[src/rtl/iob_ptfloat_defs.vh]
// Width macros shared by the ptfloat pack/unpack blocks.
// They expand in terms of the enclosing module's DATA_W and EW_W parameters.
`ifndef IOB_PTFLOAT_DEFS_VH
`define IOB_PTFLOAT_DEFS_VH
`define F_MAX_W   (DATA_W-EW_W)
`define MAN_MAX_W (`F_MAX_W+1)
`define EXP_MAX_W ((2**EW_W)-1)
`define EXP_MIN   (-(2**(`EXP_MAX_W-1)))
`endif

[src/rtl/iob_ptfloat_exp_decode.sv]
// Pulls the ew-bit exponent off the top of the F field, sign-extends it and
// undoes the packer's bias, which stores negative exponents one lower.
`include "iob_ptfloat_defs.vh"
module iob_ptfloat_exp_decode #(
    parameter int DATA_W = 32,
    parameter int EW_W   = 4
) (
    input  logic        [`F_MAX_W-1:0]   f_i,
    input  logic        [EW_W-1:0]       ew_i,
    output logic signed [`EXP_MAX_W+1:0] e_o,
    output logic                         ew_err_o
);
    localparam int F_MAX_W   = `F_MAX_W;
    localparam int EXP_MAX_W = `EXP_MAX_W;
    localparam int EXP_W     = EXP_MAX_W + 2;

    logic [EXP_W-1:0] e;
    logic [EXP_W-1:0] mask;
    logic             sign;

    always_comb begin
        // ew = 0 shifts the whole field out, leaving e = 0
        e    = EXP_W'(f_i >> (F_MAX_W - int'(ew_i)));
        mask = {EXP_W{1'b1}} << ew_i;
        sign = (ew_i != '0) && e[ew_i - 1'b1];
        if (sign) e = (e | mask) + EXP_W'(1);
        e_o      = e;
        ew_err_o = (int'(ew_i) > EXP_MAX_W - 1);
    end
endmodule

[src/rtl/iob_reg.sv]
// Generic enabled register with an active-high asynchronous reset.
module iob_reg #(
    parameter int                DATA_W  = 1,
    parameter logic [DATA_W-1:0] RST_VAL = '0
) (
    input  logic              clk_i,
    input  logic              arst_i,
    input  logic              cke_i,
    input  logic [DATA_W-1:0] data_i,
    output logic [DATA_W-1:0] data_o
);
    logic [DATA_W-1:0] data_q;

    always_ff @(posedge clk_i or posedge arst_i) begin
        if (arst_i) data_q <= RST_VAL;
        else if (cke_i) data_q <= data_i;
    end

    assign data_o = data_q;
endmodule

[src/rtl/iob_ptfloat_unpack.sv]
// Two-stage unpacker: {F, ew} word -> signed exponent and two's-complement
// mantissa with restored hidden bit. Outputs hold between done pulses.
`include "iob_ptfloat_defs.vh"
module iob_ptfloat_unpack #(
    parameter int DATA_W = 32,
    parameter int EW_W   = 4
) (
    input  logic                   clk_i,
    input  logic                   arst_n_i,
    input  logic                   cke_i,
    input  logic                   start_i,
    input  logic [DATA_W-1:0]      data_i,
    output logic                   done_o,
    output logic [`EXP_MAX_W+1:0]  exp_o,
    output logic [`MAN_MAX_W-1:0]  man_o,
    output logic                   ew_err_o
);
    localparam int F_MAX_W   = `F_MAX_W;
    localparam int MAN_MAX_W = `MAN_MAX_W;
    localparam int EXP_W     = `EXP_MAX_W + 2;
    localparam logic [EXP_W-1:0] EXP_MIN_X = EXP_W'(`EXP_MIN);

    typedef struct packed {
        logic               err;
        logic [EXP_W-1:0]   e;
        logic [F_MAX_W-1:0] fa;
    } s1_t;

    typedef struct packed {
        logic                 err;
        logic [EXP_W-1:0]     exp;
        logic [MAN_MAX_W-1:0] man;
    } s2_t;

    logic                      arst;
    logic [F_MAX_W-1:0]        f;
    logic [EW_W-1:0]           ew;
    logic signed [EXP_W-1:0]   e_dec;
    logic                      err_dec;
    logic [1:0]                vld_d, vld_q;
    s1_t                       s1_d, s1_q;
    s2_t                       s2_d, s2_q;

    assign arst = ~arst_n_i;
    assign f    = data_i[DATA_W-1:EW_W];
    assign ew   = data_i[EW_W-1:0];

    iob_ptfloat_exp_decode #(.DATA_W(DATA_W), .EW_W(EW_W)) u_dec (
        .f_i      (f),
        .ew_i     (ew),
        .e_o      (e_dec),
        .ew_err_o (err_dec)
    );

    always_comb begin
        vld_d = {vld_q[0], start_i};
        s1_d  = s1_q;
        if (start_i) begin
            s1_d.err = err_dec;
            s1_d.e   = e_dec;
            s1_d.fa  = f << ew;
        end
        // stage 2 only loads on a valid word so results persist for consumers
        s2_d = s2_q;
        if (vld_q[0]) begin
            s2_d.err = s1_q.err;
            if (s1_q.err) begin
                s2_d.exp = EXP_MIN_X;
                s2_d.man = '0;
            end else begin
                s2_d.exp = s1_q.e;
                s2_d.man = {s1_q.fa[F_MAX_W-1], ~s1_q.fa[F_MAX_W-1], s1_q.fa[F_MAX_W-2:0]};
            end
        end
    end

    iob_reg #(.DATA_W(2)) u_vld_reg (
        .clk_i(clk_i), .arst_i(arst), .cke_i(cke_i), .data_i(vld_d), .data_o(vld_q)
    );

    iob_reg #(.DATA_W($bits(s1_t))) u_s1_reg (
        .clk_i(clk_i), .arst_i(arst), .cke_i(cke_i), .data_i(s1_d), .data_o(s1_q)
    );

    iob_reg #(.DATA_W($bits(s2_t))) u_s2_reg (
        .clk_i(clk_i), .arst_i(arst), .cke_i(cke_i), .data_i(s2_d), .data_o(s2_q)
    );

    assign done_o   = vld_q[1];
    assign exp_o    = s2_q.exp;
    assign man_o    = s2_q.man;
    assign ew_err_o = s2_q.err;
endmodule
[config.mk]
export PLATFORM = sky130hd
export DESIGN_NAME = iob_ptfloat_unpack
export DESIGN_NICKNAME = d
export VERILOG_FILES = /design/src/rtl/iob_ptfloat_exp_decode.sv /design/src/rtl/iob_reg.sv /design/src/rtl/iob_ptfloat_unpack.sv
export VERILOG_INCLUDE_DIRS = /design/src /design/src/rtl
export SDC_FILE = /design/constraint.sdc
export NUM_CORES = 1
export LEC_CHECK = 0
export ABC_AREA = 1
export CAP_MARGIN = 5
export CORE_ASPECT_RATIO = 1.75
export CORE_MARGIN = 10
export CORE_UTILIZATION = 42
export DETAILED_ROUTE_END_ITERATION = 8
export PLACE_DENSITY = 0.62
export SYNTH_ARGS = -nofsm -noshare
export SYNTH_HDL_FRONTEND = slang
export SYNTH_HIERARCHICAL = 1
export SYNTH_SLANG_ARGS = --single-unit
export TNS_END_PERCENT = 50
[constraint.sdc]
create_clock -name clk_i -period 2.62 [get_ports clk_i]
set_clock_uncertainty 0.05 [all_clocks]
set_input_delay 0.262 -clock clk_i [delete_from_list [all_inputs] [get_ports clk_i]]
set_output_delay 0.262 -clock clk_i [all_outputs]
set_load 0.01 [all_outputs]
==> results.toml, run 1 <==
[global_route]
grt_max_degree = 86
grt_usage = 0.2227
grt-ovfl-total = 0
grt_pass1_wl_um = 48590
antenna_found_initial = 0
grt_pass1_vias = 9283

[yosys]
syn_area_mm2 = 0.008439
synth_seq_area_share = 0.2817
synthTopCellsByCount = "nand2_1 (662), nand3_1 (294), dfrtp_1 (95)"
syn_nets = 1433
yosysWarnings = 6
synth_most_common_cell = "nand2_1"
synthCells = 1390
yosys_register_bits = 95
synth_top_cell_area_share = 0.2944
synth_area_leaders = "nand2_1 (29%), dfrtp_1 (28%), nand3_1 (17%)"
async_flop_share = 1.000
ys.flop_type = "dfrtp_1"
yosysTopAreaCell = "nand2_1"
syn_avg_cell_area_um2 = 6.071
synth_edf_count = 0
synth_cell_types = 38

[sta]
drv_slew = 0
slew_headroom = 0.4485
setup_viol = 0
finalCritPeriodShare = 0.9584
worst_pin_slew_ns = 0.8261
fmax_mhz = 398.3
fin_ws_ns = 0.1090
rsz0062_at_grt = "yes"
hold_violations = 0
period_needed_ns = 2.511

[power_and_ir_drop]
power_density_mw_per_mm2 = 537.8
seqPwrFrac = 0.320
power.switching_mw = 2.278
p_leak_nw = 5.743
combPwrFrac = 0.444
p_int_mw = 3.740
p_clk_frac = 0.236
sw_frac_of_total = 0.3786
vdd_drop_max_mv = 0.6055

[critical_path]
cp-end-kind = "register"
worstPathArrival_ns = 2.74
reg2reg_slack_ns = 1.00
startpoint_type = "input port"
worstSetupPathType = "in -> reg"
cp_max_fo = 8
cp.required_ns = 2.85

[cells_and_area]
drive_gt1_frac = 0.2081
antennaDiodeCount = 0
utilization = 0.5669
area_delta_synth_final_pct = 32.60
finalNetCount = 1590

[cts]
clk_path_buf_depth = 2
htree_levels = 3
cts.sink_count = 95
path_clk_slew_ns = 0.07
numCtsBuffers = 9
cts_tree = "built"
root_buffer = "clkbuf_16"
hold_buffers = 0
clkLatencyLatePin_ns = 0.34

[placement]
pre_cts_ws_ns = -0.7750
io_buffers = 83
place.gp.congestion = 1.028
post-dp-hpwl_um = 23100

[die]
rows = 68
start_util = 0.4275
die_h_um = 207.5
ios = 84
core_mm2 = 0.01974
die_x_um = 127.2
die_area_mm2 = 0.02639

[detailed_routing]
ant_nets = 0
num_vias = 9656
wl_per_cell_um = 16.97
drc = 0
firstDrtPassIters = 5
drt_iter0_markers = 697
avgViaCountPerCell = 5.373
totalWireLength_um = 30500

[min_path]
min_path_type = "in -> async"

[run]
maxCapViolations = 0

[outcome]
status = "finished, final reports clean"
-- critical path: stages --
cell	delay, ns
buf_12	0.10
inv_6	0.03
ha_4	0.16
ha_4	0.31
buf_12	0.13
buf_12	0.12
nand3_1	0.12
nand3_1	0.12
nand3_2	0.14
nand3_4	0.13
nand2_2	0.06
nor2_2	0.12
nand2_2	0.11
nor2_4	0.16
buf_6	0.11
xor2_1	0.13
nand2_1	0.07
nand2_1	0.07
nand2_1	0.05
o21ai_1	0.09
nand2_1	0.06
nand2_1	0.07
-- cells in the final DEF (no fill, tap or decap), types with 9 or more instances in the layout --
cell type,Yosys,layout
nand2_1,662,641
a22o_1,19,19
dfrtp_1,95,95
inv_1,56,51
o21ai_0,44,41
inv_2,9,12
buf_6,14,9
nand3_1,294,223
buf_4,10,126
nand3_2,6,63
clkdlybuf4s50_1,0,75
clkbuf_16,0,9
nand4_1,22,22
nand2_2,12,32
nor2_1,33,25
buf_12,5,10
nand3_4,2,17
-- metal layers --
metal | GRT usage | vias to the layer above | share of wire
li1 | - | 4839 | -
met1 | 0.2485 | 4438 | 0.38
met2 | 0.3916 | 292 | 0.52
met3 | 0.02480 | 87 | 0.041
met4 | 0.1341 | 0 | 0.057
met5 | 0 | - | 0
-- cell type report --
cell class | instances | area, µm²
clock buffer | 11 | 242.7
clock inverter | 5 | 81.33
multi-input combinational | 1143 | 5797
tap | 245 | 306.5
inverter | 69 | 284.0
sequential | 95 | 2377
timing repair buffer | 228 | 2093
timing repair inverter | 1 | 8.758
fill | 1977 | 8548
-- repair_timing --
| action | in CTS | in global routing |
|---|---|---|
| pin swaps | 4 | 28 |
| gates cloned | 3 | 0 |
| gates resized for setup | 66 | 79 |
| setup endpoints to repair | 17 | 17 |
| buffers inserted | 5 | 8 |
-- flip-flops by register name (all words and copies together), names as in the netlist --
signal / flops
u_s2_reg/data_o: 47
u_s1_reg/data_o: 46
u_vld_reg/data_o: 2
-- kinds of logic after synthesis --
group,Yosys count,synth area share
flops,95,0.2817
compound gates,80,0.05678
xor+xnor,8,0.009193
buf+inv,153,0.1054
fa+ha+maj,7,0.01038
simple gates,1047,0.5365
-- power by group through the flow --
stage / sequential (mW) / combinational (mW) / clock, mW
final: 1.93 / 2.67 / 1.42
after global placement: 1.95 / 2.39 / 0
after global routing: 1.96 / 2.94 / 1.50
after detailed placement: 1.95 / 2.41 / 0
after CTS: 1.93 / 2.53 / 1.44
after floorplan: 1.96 / 1.43 / 0
-- metrics by stage --
step / TNS, ns / power, mW / cell area [µm²] / hold slack (ns) / instances
6_report: 0 / 6.018 / 11190 / 0.1532 / 1797
3_5_place_dp: -11.91 / 4.360 / 10120 / 0.4083 / 1765
4_1_cts: -0.06682 / 5.898 / 10820 / 0.1474 / 1789
2_1_floorplan: -3.430 / 3.394 / 8615 / -0.0004822 / 1390
5_1_grt: -0.1064 / 6.402 / 11190 / 0.1755 / 1797
3_3_place_gp: -11.74 / 4.336 / 10120 / 0.4037 / 1765
-- path summary, 6_finish.rpt --
| kind | start | end | depth (start not counted) |
|---|---|---|---|
| worst max-delay path | data_i[0] | u_s1_reg/data_o[37] | 22 |
| worst min-delay path | arst_n_i | u_vld_reg/data_o[1] | 3 |
| worst max register to register | u_vld_reg/data_o[0] | u_s2_reg/data_o[1] | 6 |
| worst min register to register | u_s1_reg/data_o[5] | u_s1_reg/data_o[5] | 2 |
| max in group asynchronous | arst_n_i | u_s2_reg/data_o[12] | 4 |
| min in group clk_i | cke_i | u_s1_reg/data_o[40] | 3 |
Power figures use the tool's default switching activity.
==> inputs of run 2 (changes only) <==
MAX_ROUTING_LAYER = met4   (was unset)
==> results.toml, run 2 (synthesis results as in run 1) <==
[outcome]
status = "finished, final reports clean"

[run]
maxCapViolations = 0

[min_path]
min_path_type = "in -> async"

[sta]
period_needed_ns = 2.551
worst_pin_slew_ns = 0.8635
fin_ws_ns = 0.06911
fmax_mhz = 392.0
drv_slew = 0
slew_headroom = 0.4244
hold_violations = 0
setup_viol = 0
rsz0062_at_grt = "yes"
fin_setup_tns_ns = 0
finalCritPeriodShare = 0.9736

[cells_and_area]
finalNetCount = 1593
multi_input_area_mm2 = 0.006012
drive_gt1_frac = 0.2186
area_delta_synth_final_pct = 34.59
sequential_cell_area_mm2 = 0.002377
final_cell_mix = "nand2_1 (636), nand3_1 (215), buf_4 (129), dfrtp_1 (95), clkdlybuf4s50_1 (76)"
final_common_cell = "nand2_1"
stdcell_area_mm2 = 0.01136
antennaDiodeCount = 0
fin_cells = 1800
largest_reg_flops = 47
n_fill_cell = 1960

[global_route]
grt_max_degree = 73
grt-ovfl-total = 0
grt_usage = 0.2330
antenna_found_initial = 0
grt_pass1_wl_um = 49620
grt_pass1_vias = 9585

[critical_path]
slowest_stage = "ha_4"
startpoint_type = "input port"
max_stage_delay_ns = 0.35
worstPathArrival_ns = 2.74
path_cells = "buf_6 > inv_4 > ha_4 > ha_4 > buf_6 > buf_12 > nand3_2 > nand3_2 > nand2_2 > nand3_4 > ha_4 > nand2_4 > nor2_4 > nand4_1 > buf_4 > nand4_1 > nand2_1 > nand2_1 > o21ai_0 > nand2_1 > nand2_1"
worstSetupPathType = "in -> reg"
crit_top_cell = "nand2_1"
cp-end-kind = "register"
cp.required_ns = 2.81
cp_max_fo = 8

[placement]
pre_cts_ws_ns = -0.8053
post-dp-hpwl_um = 22860
dp_cells = 1762
io_buffers = 83
placed_area_mm2 = 0.01012
place.gp.congestion = 1.012

[cts]
root_buffer = "clkbuf_16"
cts.sink_count = 95
numCtsBuffers = 9
hold_buffers = 0
clk_path_buf_depth = 2
path_clk_slew_ns = 0.08
htree_levels = 3
cts_tree = "built"
clkLatencyLatePin_ns = 0.35

[detailed_routing]
drt_iter0_markers = 796
totalWireLength_um = 31230
num_vias = 9805
avgViaCountPerCell = 5.447
ant_nets = 0
wl_per_cell_um = 17.35
firstDrtPassIters = 5
drc = 0

[die]
die_area_mm2 = 0.02639
die_h_um = 207.5
start_util = 0.4275
rows = 68
die_x_um = 127.2
ios = 84
core_mm2 = 0.01974

[power_and_ir_drop]
power_density_mw_per_mm2 = 524.6
vdd_drop_max_mv = 0.6294
power_mw = 5.958
p_leak_nw = 5.779
run 2: changes by cell type in the layout (fill, tap and decap cells not counted), sizes merged:
cell and delta:
bufinv -2, clkinv +1, inv +1, nand2 +1
clkbuf -1, clkinvlp +1, dlymetal6s2s -1, buf +1
clkdlybuf4s50 +1, nand3 +1
run 2: timing repair:
action	CTS	global route
setup buffers	11	7
resized for setup	97	78
pin swaps	35	38
endpoints found under the setup margin	17	17
hold endpoints to repair	0	0
cloned	4	1
run 2: metrics by stage:
stage | util | hold WS [ns]
floorplan | - | -0.0004822
global route | 0.5754 | 0.1301
global placement | 0.5128 | 0.4033
CTS | 0.5577 | 0.1306
finish | 0.5754 | 0.1294
detailed placement | 0.5128 | 0.4082
run 2: layout make-up:
class | count | area share
Timing Repair Buffer | 230 | 0.1834
Sequential cell | 95 | 0.2093
Clock inverter | 7 | 0.005177
Multi-Input combinational cell | 1145 | 0.5293
Inverter | 69 | 0.02600
Clock buffer | 9 | 0.01983
Tap cell | 245 | 0.02699
run 2: power breakdown:
part,total (mW),internal (mW),switching [mW]
Clock,1.25,0.653,0.598
Sequential,1.92,1.72,0.205
Combinational,2.78,1.20,1.59
run 2: path summary, 6_finish.rpt:
check                                    startpoint             endpoint  slack, ns  depth (start not counted)
worst min register to register   u_s1_reg/data_o[5]   u_s1_reg/data_o[5]       0.42                          2
worst max-delay path                      data_i[0]  u_s1_reg/data_o[44]       0.07                         21
max in group asynchronous                  arst_n_i  u_s2_reg/data_o[16]       1.81                          4
worst min-delay path                       arst_n_i  u_vld_reg/data_o[0]       0.13                          3
min in group clk_i                            cke_i  u_s2_reg/data_o[46]       0.17                          3
worst max register to register  u_vld_reg/data_o[0]  u_s2_reg/data_o[20]       1.08                          5
run 2: routing by layer:
layer / track usage / share of wire / up-vias
li1: - / - / 4833
met1: 0.2519 / 0.39 / 4589
met2: 0.4149 / 0.53 / 310
met3: 0.02173 / 0.035 / 73
met4: 0.1089 / 0.043 / 0
met5: - / 0 / -
run 2: worst max-delay path: cells and delay by family:
| kind | cells | cell delay, ns |
|---|---|---|
| fa+ha+maj | 3 | 0.70 |
| buf+inv | 5 | 0.56 |
| simple gates | 12 | 1.12 |
| compound gates | 1 | 0.08 |
==> inputs of run 3 (changes only) <==
ABC_AREA = unset   (was 1)
CAP_MARGIN = unset   (was 5)
PLACE_DENSITY = 0.61   (was 0.62)
==> results.toml, run 3 <==
[outcome]
status = "finished with violations"
violations = "setup timing"

[sta]
worst_pin_slew_ns = 1.166
period_needed_ns = 3.436
fmax_mhz = 291.1
rsz0062_at_grt = "yes"
slew_headroom = 0.2225
fin_ws_ns = -0.8156
drv_slew = 0
hold_violations = 0
finalCritPeriodShare = 1.311
setup_viol = 17
fin_setup_tns_ns = -13.04
holdWs_ns = 0.1433

[cts]
path_clk_slew_ns = 0.07
clk_path_buf_depth = 2
cts_tree = "built"
clkLatencyLatePin_ns = 0.34
numCtsBuffers = 9
hold_buffers = 0
root_buffer = "clkbuf_16"
htree_levels = 3
cts.sink_count = 95

[die]
die_h_um = 214.3
die_x_um = 131.0
start_util = 0.4234
ios = 84
core_mm2 = 0.02141
die_area_mm2 = 0.02809
rows = 71

[power_and_ir_drop]
p_leak_nw = 5.239
vdd_drop_max_mv = 0.2967
power_density_mw_per_mm2 = 580.6

[yosys]
yosysWarnings = 6
synthTopCellsByCount = "dfrtp_1 (95), mux2_4 (71), inv_1 (70)"
synthCells = 865
async_flop_share = 1.000
syn_nets = 908
synth_area_leaders = "dfrtp_1 (26%), mux2_4 (12%), mux4_2 (11%)"
yosys_register_bits = 95
yosysTopAreaCell = "dfrtp_1"
syn_avg_cell_area_um2 = 10.48
synth_edf_count = 0
ys.flop_type = "dfrtp_1"
synth_seq_area_share = 0.2623
synth_most_common_cell = "dfrtp_1"
synth_cell_types = 75
synth_top_cell_area_share = 0.2623
syn_area_mm2 = 0.009064

[detailed_routing]
num_vias = 7763
totalWireLength_um = 29130
drt_iter0_markers = 418
ant_nets = 0
drc = 0
wl_per_cell_um = 20.90
avgViaCountPerCell = 5.569
firstDrtPassIters = 5

[placement]
io_buffers = 83
post-dp-hpwl_um = 23580
place.gp.congestion = 0.9922

[critical_path]
worstSetupPathType = "in -> reg"
startpoint_type = "input port"
slowest_stage = "ha_4"
worstPathArrival_ns = 3.67
path_buf_inv = 5
cp_max_fo = 7
cp-end-kind = "register"
path_cells = "buf_8 > inv_4 > ha_4 > ha_4 > buf_4 > buf_4 > mux4_2 > mux2_2 > a32oi_2 > buf_4 > nand3_2 > ha_4 > o221a_4 > nand3b_1 > mux2_2 > o21ai_0 > o31a_1 > mux2_2 > mux2_4"
max_stage_delay_ns = 0.35
crit_family = "multiplexers"
cp.required_ns = 2.85

[global_route]
grt.busiest_layer = "met2"
grt_pass1_wl_um = 46240
grtUsageMet1 = 0.2340
grt_use_met3 = 0.01510
use_met2 = 0.3657
antenna_found_initial = 0
grt_max_degree = 48
grt_usage = 0.2153
grt_pass1_vias = 8010
grt-ovfl-total = 0

[cells_and_area]
drive_gt1_frac = 0.4083
sequential_cell_area_mm2 = 0.002379
n_fill_cell = 1942
final_common_cell = "buf_4"
area_delta_synth_final_pct = 32.04
finalNetCount = 1140
final_cell_mix = "buf_4 (198), dfrtp_1 (94), clkdlybuf4s50_1 (77), mux2_4 (74), inv_1 (66)"
largest_reg_flops = 47
multi_input_area_mm2 = 0.006161
antennaDiodeCount = 0

[min_path]
min_path_type = "in -> async"

[run]
maxCapViolations = 0
[run 3: changes by cell type in the layout (fill, tap and decap cells not counted), sizes merged, moves of 12 or more]
| cell | before | now |
|---|---|---|
| nand2 | 678 | 26 |
| nand3 | 304 | 16 |
| mux2 | 0 | 127 |
| buf | 149 | 215 |
| mux2i | 0 | 56 |
| mux4 | 0 | 47 |
| nand3b | 2 | 45 |
| o22ai | 1 | 21 |
| nand4 | 22 | 3 |
| a22o | 19 | 2 |
| nand2b | 0 | 17 |
| o21ai | 50 | 66 |
| o221ai | 0 | 12 |
[run 3: layer usage]
layer  part of all wire  wire (µm)
met5                  0          0
met1               0.38      11120
met2               0.52      15280
met3              0.026        745
met4              0.068       1986
[run 3: power breakdown]
group          switching (mW)  total, mW  internal (mW)
Sequential              0.379       2.26           1.88
Clock                   0.569       1.31          0.746
Combinational            1.41       3.37           1.97
Total                    2.35       6.95           4.59
[run 3: cells by family (layout without fill, tap and decap cells)]
logic type / Yosys count / after routing / synth area share
AO/OA/AOI/OAI: 194 / 194 / 0.1485
XOR/XNOR: 2 / 2 / 0.004004
adder cells (fa/ha/maj): 7 / 7 / 0.009663
buffers and inverters: 142 / 379 / 0.08517
flip-flops: 95 / 95 / 0.2623
multiplexers: 230 / 230 / 0.3675
AND/OR/NAND/NOR: 195 / 195 / 0.1229
[run 3: timing repair]
| item | 4_1_cts | 5_1_grt |
|---|---|---|
| buffers inserted | 4 | 0 |
| resized for setup | 34 | 8 |
| pin swaps | 5 | 4 |
| endpoints found under the setup margin | 19 | 18 |
| cloned | 0 | 0 |
[run 3: path summary, 6_finish.rpt]
path	from	to	slack [ns]	cells after the start
setup / recovery	data_i[1]	u_s1_reg/data_o[36]	-0.82	19
hold / removal	arst_n_i	u_vld_reg/data_o[1]	0.14	3
setup reg to reg	u_s1_reg/data_o[45]	u_s2_reg/data_o[27]	0.72	3
hold reg to reg	u_vld_reg/data_o[1]	u_vld_reg/data_o[1]	0.47	1
max in group asynchronous	arst_n_i	u_s2_reg/data_o[31]	1.58	4
min in group clk_i	cke_i	u_s2_reg/data_o[3]	0.37	2
[run 3: worst register-to-register path: stages, from the launching register on]
cell     delay, ns
dfrtp_1       1.11
nor2_1        0.08
mux2_2        0.30
mux2_4        0.25
[run 3: cell type report]
cell class	instances	share of cell area
clock buffers	10	0.01913
clock inverters	6	0.005646
inverters	70	0.02258
multi-input cells	628	0.5148
flip-flops and latches	95	0.1987
well taps	292	0.03053
repair buffers	293	0.2086
[run 3: stage by stage]
stage                     utilization  cell area (µm²)  worst slack (ns)  instances  total power [mW]
after floorplan                     -             9206            -1.089        865             4.178
after global placement         0.5346            11450            -1.621       1374             5.528
after detailed placement       0.5346            11450            -1.634       1374             5.604
after CTS                      0.5569            11920           -0.7854       1394             6.999
after global routing           0.5590            11970           -0.9442       1394             7.358
final                          0.5590            11970           -0.8156       1394             6.949
